`config.mk`:
```
export PLATFORM = sky130hd
export DESIGN_NAME = alu_shift_issue
export DESIGN_NICKNAME = d
export VERILOG_FILES = /design/src/rtl/alu_pkg.sv /design/src/rtl/alu_skid_buf.sv /design/src/rtl/alu_shift_issue.sv
export SDC_FILE = /design/constraint.sdc
export NUM_CORES = 1
export LEC_CHECK = 0
export ABC_AREA = 1
export CAP_MARGIN = 20
export CORE_UTILIZATION = 50
export DETAILED_ROUTE_END_ITERATION = 10
export GPL_TIMING_DRIVEN = 0
export HOLD_SLACK_MARGIN = 0.05
export PLACE_DENSITY = 0.9
export SKIP_CTS_REPAIR_TIMING = 1
export SLEW_MARGIN = 25
export SYNTH_ARGS = -nofsm -noshare
export SYNTH_HDL_FRONTEND = slang
export SYNTH_SLANG_ARGS = --single-unit
```
`constraint.sdc`:
```
create_clock -name clk -period 1.73 [get_ports clk]
set_input_delay 0.173 -clock clk [delete_from_list [all_inputs] [get_ports clk]]
set_output_delay 0.173 -clock clk [all_outputs]
set_load 0.01 [all_outputs]
```
`src/rtl/alu_pkg.sv`:
```
// Shared operand type and opcode decode for the shift/rotate ALU pipeline.
package alu_pkg;

  localparam int ALU_WIDTH = 16;

  localparam logic [2:0] OPC_SLL  = 3'b011;
  localparam logic [2:0] OPC_SAR  = 3'b100;
  localparam logic [2:0] OPC_ROTL = 3'b101;
  localparam logic [2:0] OPC_ROTR = 3'b110;

  typedef struct packed {
    logic [ALU_WIDTH-1:0] a;
    logic [ALU_WIDTH-1:0] b;
    logic [2:0]           opcode;
  } shift_op_t;

  function automatic logic is_shift_op(input logic [2:0] opc);
    return (opc == OPC_SLL) || (opc == OPC_SAR) ||
           (opc == OPC_ROTL) || (opc == OPC_ROTR);
  endfunction

endpackage

```
`src/rtl/alu_skid_buf.sv`:
```
// Two-entry skid buffer: registered in_ready/out_valid, strict FIFO order,
// synchronous flush. Payload type is a parameter so other ALU stages can reuse it.
module alu_skid_buf #(
  parameter type T = logic [7:0]
) (
  input  logic clk,
  input  logic rst_n,
  input  logic flush,
  input  logic in_valid,
  output logic in_ready,
  input  T     in_data,
  output logic out_valid,
  input  logic out_ready,
  output T     out_data
);

  typedef enum logic [1:0] {
    ST_EMPTY = 2'd0,
    ST_ONE   = 2'd1,
    ST_TWO   = 2'd2
  } state_t;

  state_t state_q, state_d;
  T       main_q, main_d;
  T       skid_q, skid_d;
  logic   in_ready_q, in_ready_d;
  logic   out_valid_q, out_valid_d;
  logic   push, pop;

  assign push = in_valid & in_ready_q;
  assign pop  = out_valid_q & out_ready;

  always_comb begin
    state_d = state_q;
    main_d  = main_q;
    skid_d  = skid_q;
    unique case (state_q)
      ST_EMPTY: begin
        if (push) begin
          state_d = ST_ONE;
          main_d  = in_data;
        end
      end
      ST_ONE: begin
        if (push && pop) begin
          main_d = in_data;
        end else if (push) begin
          state_d = ST_TWO;
          skid_d  = in_data;
        end else if (pop) begin
          state_d = ST_EMPTY;
        end
      end
      ST_TWO: begin
        // in_ready is low here, so only a drain can happen
        if (pop) begin
          state_d = ST_ONE;
          main_d  = skid_q;
        end
      end
      default: state_d = ST_EMPTY;
    endcase

    if (flush) begin
      state_d = ST_EMPTY;
    end

    in_ready_d  = (state_d != ST_TWO);
    out_valid_d = (state_d != ST_EMPTY);
  end

  always_ff @(posedge clk or negedge rst_n) begin
    if (!rst_n) begin
      state_q     <= ST_EMPTY;
      main_q      <= '0;
      skid_q      <= '0;
      in_ready_q  <= 1'b1;
      out_valid_q <= 1'b0;
    end else begin
      state_q     <= state_d;
      main_q      <= main_d;
      skid_q      <= skid_d;
      in_ready_q  <= in_ready_d;
      out_valid_q <= out_valid_d;
    end
  end

  assign in_ready  = in_ready_q;
  assign out_valid = out_valid_q;
  assign out_data  = main_q;

  a_hold_when_stalled: assert property (
    @(posedge clk) disable iff (!rst_n)
      (out_valid_q && !out_ready && !flush) |=> (out_valid_q && $stable(main_q))
  );

  a_full_not_ready: assert property (
    @(posedge clk) disable iff (!rst_n)
      (state_q == ST_TWO) |-> !in_ready_q
  );

endmodule

```
`src/rtl/alu_shift_issue.sv`:
```
// Operand issue stage ahead of the shift/rotate ALU: normalises shift amounts,
// drops and counts illegal opcodes, and buffers legal ops in a skid buffer.
module alu_shift_issue
  import alu_pkg::*;
#(
  // Must match alu_pkg::ALU_WIDTH, which sizes the buffered shift_op_t.
  parameter int WIDTH = ALU_WIDTH,
  parameter int ERR_W = 8
) (
  input  logic             clk,
  input  logic             rst_n,
  input  logic             flush,
  input  logic             in_valid,
  output logic             in_ready,
  input  logic [WIDTH-1:0] in_a,
  input  logic [WIDTH-1:0] in_b,
  input  logic [2:0]       in_opcode,
  output logic             out_valid,
  input  logic             out_ready,
  output logic [WIDTH-1:0] out_a,
  output logic [WIDTH-1:0] out_b,
  output logic [2:0]       out_opcode,
  output logic             out_en,
  output logic             err_pulse,
  output logic [ERR_W-1:0] err_count
);

  localparam int               SHAMT_W = $clog2(WIDTH);
  localparam logic [WIDTH-1:0] SLL_SAT = WIDTH'(WIDTH);
  localparam logic [WIDTH-1:0] SAR_SAT = WIDTH'(WIDTH - 1);
  localparam logic [ERR_W-1:0] ERR_MAX = '1;

  logic             b_oversize;
  logic [WIDTH-1:0] norm_b;
  logic             legal;
  logic             accept;
  logic             drop;
  logic             buf_in_ready;
  shift_op_t        in_op;
  shift_op_t        out_op;

  logic             err_pulse_q, err_pulse_d;
  logic [ERR_W-1:0] err_count_q, err_count_d;

  // Any bit above the shift-amount field means the amount is >= WIDTH.
  assign b_oversize = |in_b[WIDTH-1:SHAMT_W];

  always_comb begin
    norm_b = '0;
    case (in_opcode)
      OPC_SLL:            norm_b = b_oversize ? SLL_SAT : in_b;
      OPC_SAR:            norm_b = b_oversize ? SAR_SAT : in_b;
      OPC_ROTL, OPC_ROTR: norm_b = {{(WIDTH - SHAMT_W){1'b0}}, in_b[SHAMT_W-1:0]};
      default:            norm_b = '0;
    endcase
  end

  assign legal  = is_shift_op(in_opcode);
  assign accept = in_valid & buf_in_ready & ~flush;
  assign drop   = accept & ~legal;

  always_comb begin
    in_op        = '0;
    in_op.a      = in_a;
    in_op.b      = norm_b;
    in_op.opcode = in_opcode;
  end

  // Illegal ops share the ready rule but never enter the buffer.
  alu_skid_buf #(
    .T (shift_op_t)
  ) u_skid (
    .clk       (clk),
    .rst_n     (rst_n),
    .flush     (flush),
    .in_valid  (in_valid & legal),
    .in_ready  (buf_in_ready),
    .in_data   (in_op),
    .out_valid (out_valid),
    .out_ready (out_ready),
    .out_data  (out_op)
  );

  always_comb begin
    err_pulse_d = drop;
    err_count_d = err_count_q;
    if (drop && (err_count_q != ERR_MAX)) begin
      err_count_d = err_count_q + ERR_W'(1);
    end
  end

  always_ff @(posedge clk or negedge rst_n) begin
    if (!rst_n) begin
      err_pulse_q <= 1'b0;
      err_count_q <= '0;
    end else begin
      err_pulse_q <= err_pulse_d;
      err_count_q <= err_count_d;
    end
  end

  assign in_ready   = buf_in_ready;
  assign out_a      = out_op.a;
  assign out_b      = out_op.b;
  assign out_opcode = out_op.opcode;
  assign out_en     = out_valid;
  assign err_pulse  = err_pulse_q;
  assign err_count  = err_count_q;

endmodule
```
## Word-level counts from Yosys, hierarchy flattened

Index checks and enable logic that the tools add are counted.

- $add $sub $neg: 1
- Bitwise logic cells: 9
- Multiplexer cells: 14
- Reductions and logical operators: 12
- Equality and inequality tests: 11

Operator list:

| operator | number |
|---|---|
| 2-to-1 mux 35 bit | 3 |
| case mux 35 bit (3 select lines) | 1 |
| case mux 16 bit (3 select lines) | 1 |
| 2-to-1 mux 16 bit | 2 |
| 2-to-1 mux 2 bit | 6 |
| OR reduction 12 bit | 1 |
| == test 3 bit, second input constant | 3 |
| adder 8 x 1 -> 8 bit, second input constant | 1 |
| inequality test 8 bit, second input constant | 1 |
| bitwise AND 1 bit | 6 |
| inequality test 2 x 1 -> 1 bit, second input constant | 3 |
| case mux 2 bit (3 select lines) | 1 |
| AND reduction 4 bit | 1 |
| == test 3 x 2 -> 1 bit, second input constant | 1 |
| logical OR 1 bit | 3 |
| inverter 1 bit | 3 |
| AND reduction 3 bit | 1 |
| nonzero test 3 bit | 1 |
| == test 2 x 1 -> 1 bit, second input constant | 1 |
| == test 2 bit, second input constant | 1 |
| logical AND 1 bit | 2 |
| logical NOT 2 bit | 1 |
| inequality test 2 bit, second input constant | 1 |
| nonzero test 2 bit | 1 |
| OR reduction 2 bit | 1 |

- Input bits: 40
- Output and inout port bits: 47
- Flip-flop bits (word level): 83
- Word-level logic and storage cells: 58

## Depth between registers and ports, before layout

Gate-level depths: netlist of run 1.

- Word-level depth: 11
- Mapped depth: 10
- Depth with buffers taken out: 9

## By module

Synthesis of run 1 repeated with hierarchy kept, for this count alone.

- Cell total of the unflattened synthesis: 487
- Area total of the unflattened synthesis: 3,876.2 um^2

By module, submodules not included:

| module | instances | cells an instance | sequential area each (um^2) | area an instance (um^2) |
|---|---|---|---|---|
| alu_skid_buf | 1 | 364 | 1,853.0 | 3,121.7 |
| alu_shift_issue | 1 | 123 | 225.2 | 754.5 |

## Worst setup path before layout of run 1

Ideal clock, no wire load.

- Path kind: reg2reg
- Start point: reg err_count_q[0], in the netlist err_count[0]
- End point: reg err_count_q[5], in the netlist err_count[5]
- Setup slack: 345 ps
- Clock period less this slack: 1,385 ps
- Required time: 1,608 ps
- Library setup time: 122 ps
- Buffers on the path: 0
- Stages on the path, launching flop included: 7
- Data arrival time: 1,263 ps
- Cell sequence: dfrtp_1 -> ha_1 -> nand4_2 -> o21ai_4 -> inv_2 -> nand2_1 -> o21ai_1

- Cells in the longest elaborated chain, start to end: 2
- Elaborated cells on any way between the ends: 3
- Those cells by class: add/sub (1); eq/ne (1); reduce/logical (1)

Ends and longest elaborated chain:

| element | RTL line | RTL |
|---|---|---|
| start, declared | alu_shift_issue.sv:43 | `logic [ERR_W-1:0] err_count_q, err_count_d;` |
| start signal, assigned | alu_shift_issue.sv:98 | `err_count_q <= err_count_d;` |
| parallel branches: the longest is 2 deep, another holds adder 8 x 1 -> 8 bit | - |  |

Parallel ways; which one is timed is not known.
A chain may end at the register's enable or synchronous reset.

## Worst setup path in the final report of run 1

- Start point: reg u_skid.in_ready_q, in the netlist u_skid.in_ready
- End point: out in_ready

RTL lines:

| element | RTL line | RTL |
|---|---|---|
| start, declared | alu_skid_buf.sv:26 | `logic in_ready_q, in_ready_d;` |
| start signal, assigned | alu_skid_buf.sv:83 | `in_ready_q <= in_ready_d;` |
| end, declared | alu_shift_issue.sv:14 | `output logic in_ready,` |

No word-level cell between the ends.

==> flow_summary.yaml, run 1 <==
placement:
  pre_cts_slack_ns: -0.136
  hpwl_mm: 6.52
  io_buffers: 86
  gp_congestion: 0.838
clock_network:
  clkSinkCount: 83
  h-tree-depth: 3
  clk_path_buf_depth: 2
  clock-root-buffer: "clkbuf_8"
  cts-buffers-inserted: 9
  clock_latency_ns: 0.35
  cts_tree: "done"
  path_clk_slew_ns: 0.09
sta:
  rsz0062_at_grt: "no"
  finClkSkew_ns: 0.00909
  finalMaxSlewViolations: 0
  slew_headroom_pct: 67.9
  setup_tns_ns: 0
  min_period_ns: 1.59
  setup_viol: 0
  tightest_slew_ns: 0.482
  hold_viol: 0
  fin_crit_sh_pct: 92.1
  clock.fmax_mhz: 628
  setup_slack_ns: 0.136
pwr:
  power.total_w: 0.00568
  clkPwrFrac_pct: 23.2
  seqPwrFrac_pct: 47.9
  internal_power_w: 0.00384
  swShare_pct: 32.4
  leakage_nw: 2.53
  combPwrFrac_pct: 28.9
  ir_worst_vdd_v: 0.000578
  power.net_switching_w: 0.00184
  power_density_nw_per_um2: 1120
critical_path:
  r2r-start: "u_skid.state_q[1]"
  cp-end-kind: "output pin"
  rr_worst_depth: 5
  cp_top_family: "buffers and inverters"
  path_buf_inv: 1
  reg2reg_setup_slack_ns: 0.17
  crit_type: "reg2out"
  worst_ep_arrival_time_ns: 1.42
  crit_chain: "clkdlybuf4s50_1"
  slowest_delay_ns: 0.54
  startpoint_type: "register"
  slowest_stage: "clkdlybuf4s50_1"
  rr_endpoint: "u_skid.out_data[33]"
  crit_required_ns: 1.56
  path_max_fanout: 2
grt:
  use_met2_pct: 41.0
  grt_util_all_layers_pct: 24.5
  grt_pass1_wl_mm: 15.6
  grt_pass1_vias: 3386
  gr-usage-met1_pct: 29.4
  gr-max-usage-layer: "met2"
  grt_max_degree: 49
  groute.layer.met3.usage_pct: 4.82
  grt_antenna_before_repair: 0
  overflow: 0
synthesis:
  synthFlopType: "dfrtp_1"
  syn_nets: 479
  yosys_warnings: 0
  synth_edf_count: 0
  yosysTopAreaCellShare_pct: 53.3
  seq_area_frac_synth_pct: 54.0
  postSynthCellCount: 438
  post-synth-top-area-cell: "dfrtp_1"
  ys_types: 32
  syn_area_per_cell_sq_um: 8.79
  yosys-top-cells-area: "dfrtp_1, nand2_1, o31ai_2, nor2_1, inv_1"
  synth_area_sq_um: 3850
  postSynth.asyncResetShare_pct: 100
  ys_ff_latch: 83
cells_and_area:
  layout.cells.most_common: "nand2_1"
  area_growth_pct: 31.3
  fillers: 574
  nNetsFinal: 578
  layout_common_cells: "nand2_1, clkdlybuf4s50_1, dfrtp_1"
  drive_above_1_share_pct: 13.8
  antennaDiodeCount: 0
drt:
  viasPerCell: 5.13
  ant_nets: 0
  num_vias: 3287
  wl_mm: 9.24
  drc: 0
  wl_per_cell_um: 14.4
  dr.pass1.iters: 4
  drt_iter0_drc: 149
run_status:
  outcome: "completed"
floorplan:
  die_y_um: 89.8
  pin_count: 87
  die_x_um: 89.8
  initial_utilization_pct: 52.5
  die_area_sq_um: 8060
  core_sq_um: 7330
  rows: 31
hold_path:
  hp-class: "in2async"
run:
  maxCapViolCount: 0
[cells by family after synthesis]
| family | count (synthesis) | share of synthesized area, % |
|---|---|---|
| and+or+nand+nor | 242 | 26.5 |
| DFF | 83 | 54.0 |
| AOI/OAI and AO/OA | 49 | 10.9 |
| adders and majority gates | 1 | 0.325 |
| buffers and inverters | 58 | 7.25 |
| xor gates and xnor gates | 5 | 1.14 |
[power groups by stage]
stage	registers [W]	clock network [W]	logic (W)
finish	0.00272	0.00132	0.00164
global route	0.00278	0.00142	0.00181
CTS	0.00272	0.00133	0.00166
detailed placement	0.00275	0	0.00164
global placement	0.00273	0	0.00157
floorplan	0.00280	0	0.000758
[cells in the mapped netlist (2+ instances only)]
cell type / n
dfrtp_1: 82
nor2_1: 49
nand2_4: 2
a21oi_1: 2
nor3_1: 2
buf_6: 4
a21oi_2: 4
inv_2: 5
inv_1: 34
o21ai_1: 9
o21ai_0: 13
nand3_1: 7
o31ai_2: 19
nand2_1: 167
nand4_1: 9
buf_2: 11
xnor2_1: 4
[worst register-to-register path: stages (launching register included)]
cell and delay, ns:
dfrtp_1 0.41, inv_2 0.09, nor2_4 0.23, buf_2 0.34, nor2_1 0.11, o31ai_2 0.30
[final cells by class]
type                    count  area [sq um]  share of cell area [%]
clock buffers              10           138                    2.72
flip-flops and latches     83          2080                    41.1
repair buffers             88           896                    17.7
plain buffers              18           126                    2.50
well taps                  99           124                    2.45
inverters                  40           153                    3.02
multi-input cells         297          1490                    29.5
clock inverters             6          47.5                   0.941
[stage by stage]
step / instances / util [%] / hold WS (ns) / area [sq um]
2_1_floorplan: 438 / - / -0.123 / 3850
3_3_place_gp: 623 / 65.9 / 0.449 / 4830
3_5_place_dp: 624 / 66.3 / 0.165 / 4860
4_1_cts: 640 / 68.8 / -0.223 / 5040
5_1_grt: 641 / 69.0 / 0.359 / 5050
6_report: 641 / 69.0 / 0.316 / 5050
[routing by layer]
| metal | part of all wire, % | routed length, um |
|---|---|---|
| met2 | 50 | 4610 |
| met1 | 41 | 3800 |
| met3 | 5.6 | 513 |
| met4 | 3.4 | 313 |
| met5 | 0 | 0 |
[state kept, by name, summed over array words and instances (netlist names)]
signal and count:
u_skid.skid_q 35, err_pulse 1, u_skid.in_ready 1, u_skid.out_valid 1, u_skid.out_data 35, err_count 8, u_skid.state_q 2
[how the worst max path moves through the flow]
stage	cells past startpoint	slack, ns	to	start
floorplan	6	0.35	err_count[5]	err_count[0]
global placement	1	-2.40	u_skid.skid_q[22]	rst_n
detailed placement	9	-0.14	u_skid.skid_q[3]	in_b[5]
CTS	1	0.12	in_ready	u_skid.in_ready
global route	5	0.02	u_skid.out_data[18]	u_skid.state_q[1]
finish	1	0.14	in_ready	u_skid.in_ready
No activity file was read; power rests on OpenSTA's default activity.
==> run 2: changes to the inputs <==
--- a/config.mk
+++ b/config.mk
@@ -12,6 +12,7 @@
 export GPL_TIMING_DRIVEN = 0
 export HOLD_SLACK_MARGIN = 0.05
 export PLACE_DENSITY = 0.9
+export RECOVER_POWER = 50
 export SKIP_CTS_REPAIR_TIMING = 1
 export SLEW_MARGIN = 25
 export SYNTH_ARGS = -nofsm -noshare
==> run 2 against run 1 <==
  * Hold slack better by 0.073 ns
  * Largest power group unchanged
  * Total power is 0.77% lower
  * Clock power hardly changed
  * Utilization is 0.36 points lower
==> flow_summary.yaml, run 2 (synthesis gave the netlist of run 1 again) <==
drt:
  drt_iter0_drc: 153
  num_vias: 3264
  drc: 0
  wl_mm: 9.21
  wl_per_cell_um: 14.4
  dr.pass1.iters: 4
  viasPerCell: 5.09
  ant_nets: 0
floorplan:
  die_area_sq_um: 8060
  initial_utilization_pct: 52.5
  pin_count: 87
  core_sq_um: 7330
  die_x_um: 89.8
  rows: 31
  die_y_um: 89.8
cells_and_area:
  nNetsFinal: 578
  fillers: 580
  antennaDiodeCount: 0
  drive_above_1_share_pct: 13.7
  final_cells: 641
  seq_area_sq_um: 2080
  layout_common_cells: "nand2_1, dfrtp_1, clkdlybuf4s50_1"
  final_core_util_pct: 68.6
  area_growth_pct: 30.6
  layout.cells.most_common: "nand2_1"
  design_area_sq_um: 5030
  multi_input_area_sq_um: 1490
critical_path:
  crit_chain: "clkdlybuf4s50_1"
  path_buf_inv: 1
  crit_cells: 1
  path_max_fanout: 2
  startpoint_type: "register"
  crit_path_start: "u_skid.in_ready"
  crit_required_ns: 1.56
  rr_worst_depth: 6
  r2r-start: "err_count[0]"
  slowest_delay_ns: 0.54
  cp_top_family: "buffers and inverters"
  reg2reg_setup_slack_ns: 0.15
  slowest_stage: "clkdlybuf4s50_1"
  cp-endpoint: "in_ready"
  worst_ep_arrival_time_ns: 1.42
  crit_type: "reg2out"
  rr_endpoint: "err_count[5]"
  cp-end-kind: "output pin"
sta:
  setup_viol: 0
  whs_ns: 0.388
  finClkSkew_ns: 0.00945
  rsz0062_at_grt: "no"
  tightest_slew_ns: 0.872
  hold_viol: 0
  fin_crit_sh_pct: 91.8
  clock.fmax_mhz: 630
  min_period_ns: 1.59
  slew_headroom_pct: 41.9
  setup_slack_ns: 0.142
  finalMaxSlewViolations: 0
clock_network:
  clock_latency_ns: 0.35
  clkSinkCount: 83
  clk_path_buf_depth: 2
  cts-buffers-inserted: 9
  path_clk_slew_ns: 0.09
  h-tree-depth: 3
  clock-root-buffer: "clkbuf_8"
  cts_tree: "done"
pwr:
  power_density_nw_per_um2: 1120
  ir_worst_vdd_v: 0.000576
  leakage_nw: 2.56
placement:
  pre_cts_slack_ns: -0.136
  gp_congestion: 0.838
  dpl.cell_count: 624
  hpwl_mm: 6.52
  io_buffers: 86
  place_area_sq_um: 4860
grt:
  grt_util_all_layers_pct: 24.5
  grt_pass1_wl_mm: 15.6
  grt_antenna_before_repair: 0
  grt_pass1_vias: 3386
  overflow: 0
  grt_max_degree: 49
run:
  maxCapViolCount: 0
hold_path:
  hp-class: "in2reg"
  hp-start: "in_a[11]"
run_status:
  outcome: "completed"
## run 2: final cells by class
type,instances,share of cell area (%)
Tap cell,99,2.46
Sequential cell,83,41.3
Inverter,40,3.04
Timing Repair Buffer,88,17.4
Multi-Input combinational cell,297,29.5
Buffer,18,2.51
Clock buffer,10,2.74
Clock inverter,6,0.946
## run 2: where the power goes
part	internal (W)	leakage [nW]	total, W	switching (W)
registers	0.00241	1.08	0.00272	0.000306
logic	0.000819	1.38	0.00161	0.000789
clock network	0.000576	0.0985	0.00131	0.000736
total	0.00381	2.56	0.00564	0.00183
## run 2: per-layer routing
metal  GRT usage (%)  vias to the layer above  wire length (um)
met5               0                        -                 0
met4            14.3                        0               297
met3            4.82                       29               476
met2            41.0                      110              4660
met1            29.4                     1551              3780
li1                -                     1574                 -
## run 2: stage by stage
| stage | setup TNS [ns] | total power, W |
|---|---|---|
| 3_3_place_gp | -197.74 | 0.00430 |
| 4_1_cts | 0 | 0.00571 |
| 6_report | 0 | 0.00564 |
| 5_1_grt | 0 | 0.00598 |
| 3_5_place_dp | -1.35 | 0.00440 |
| 2_1_floorplan | 0 | 0.00356 |
## run 2: how the worst min path moves through the flow
| stage | endpoint | slack, ns | cells after the start |
|---|---|---|---|
| floorplan | err_count[0] | -0.12 | 0 |
| global placement | u_skid.skid_q[17] | 0.45 | 2 |
| detailed placement | u_skid.out_data[13] | 0.16 | 1 |
| CTS | u_skid.out_data[13] | -0.22 | 1 |
| global route | u_skid.skid_q[30] | 0.39 | 3 |
| finish | u_skid.skid_q[30] | 0.39 | 3 |
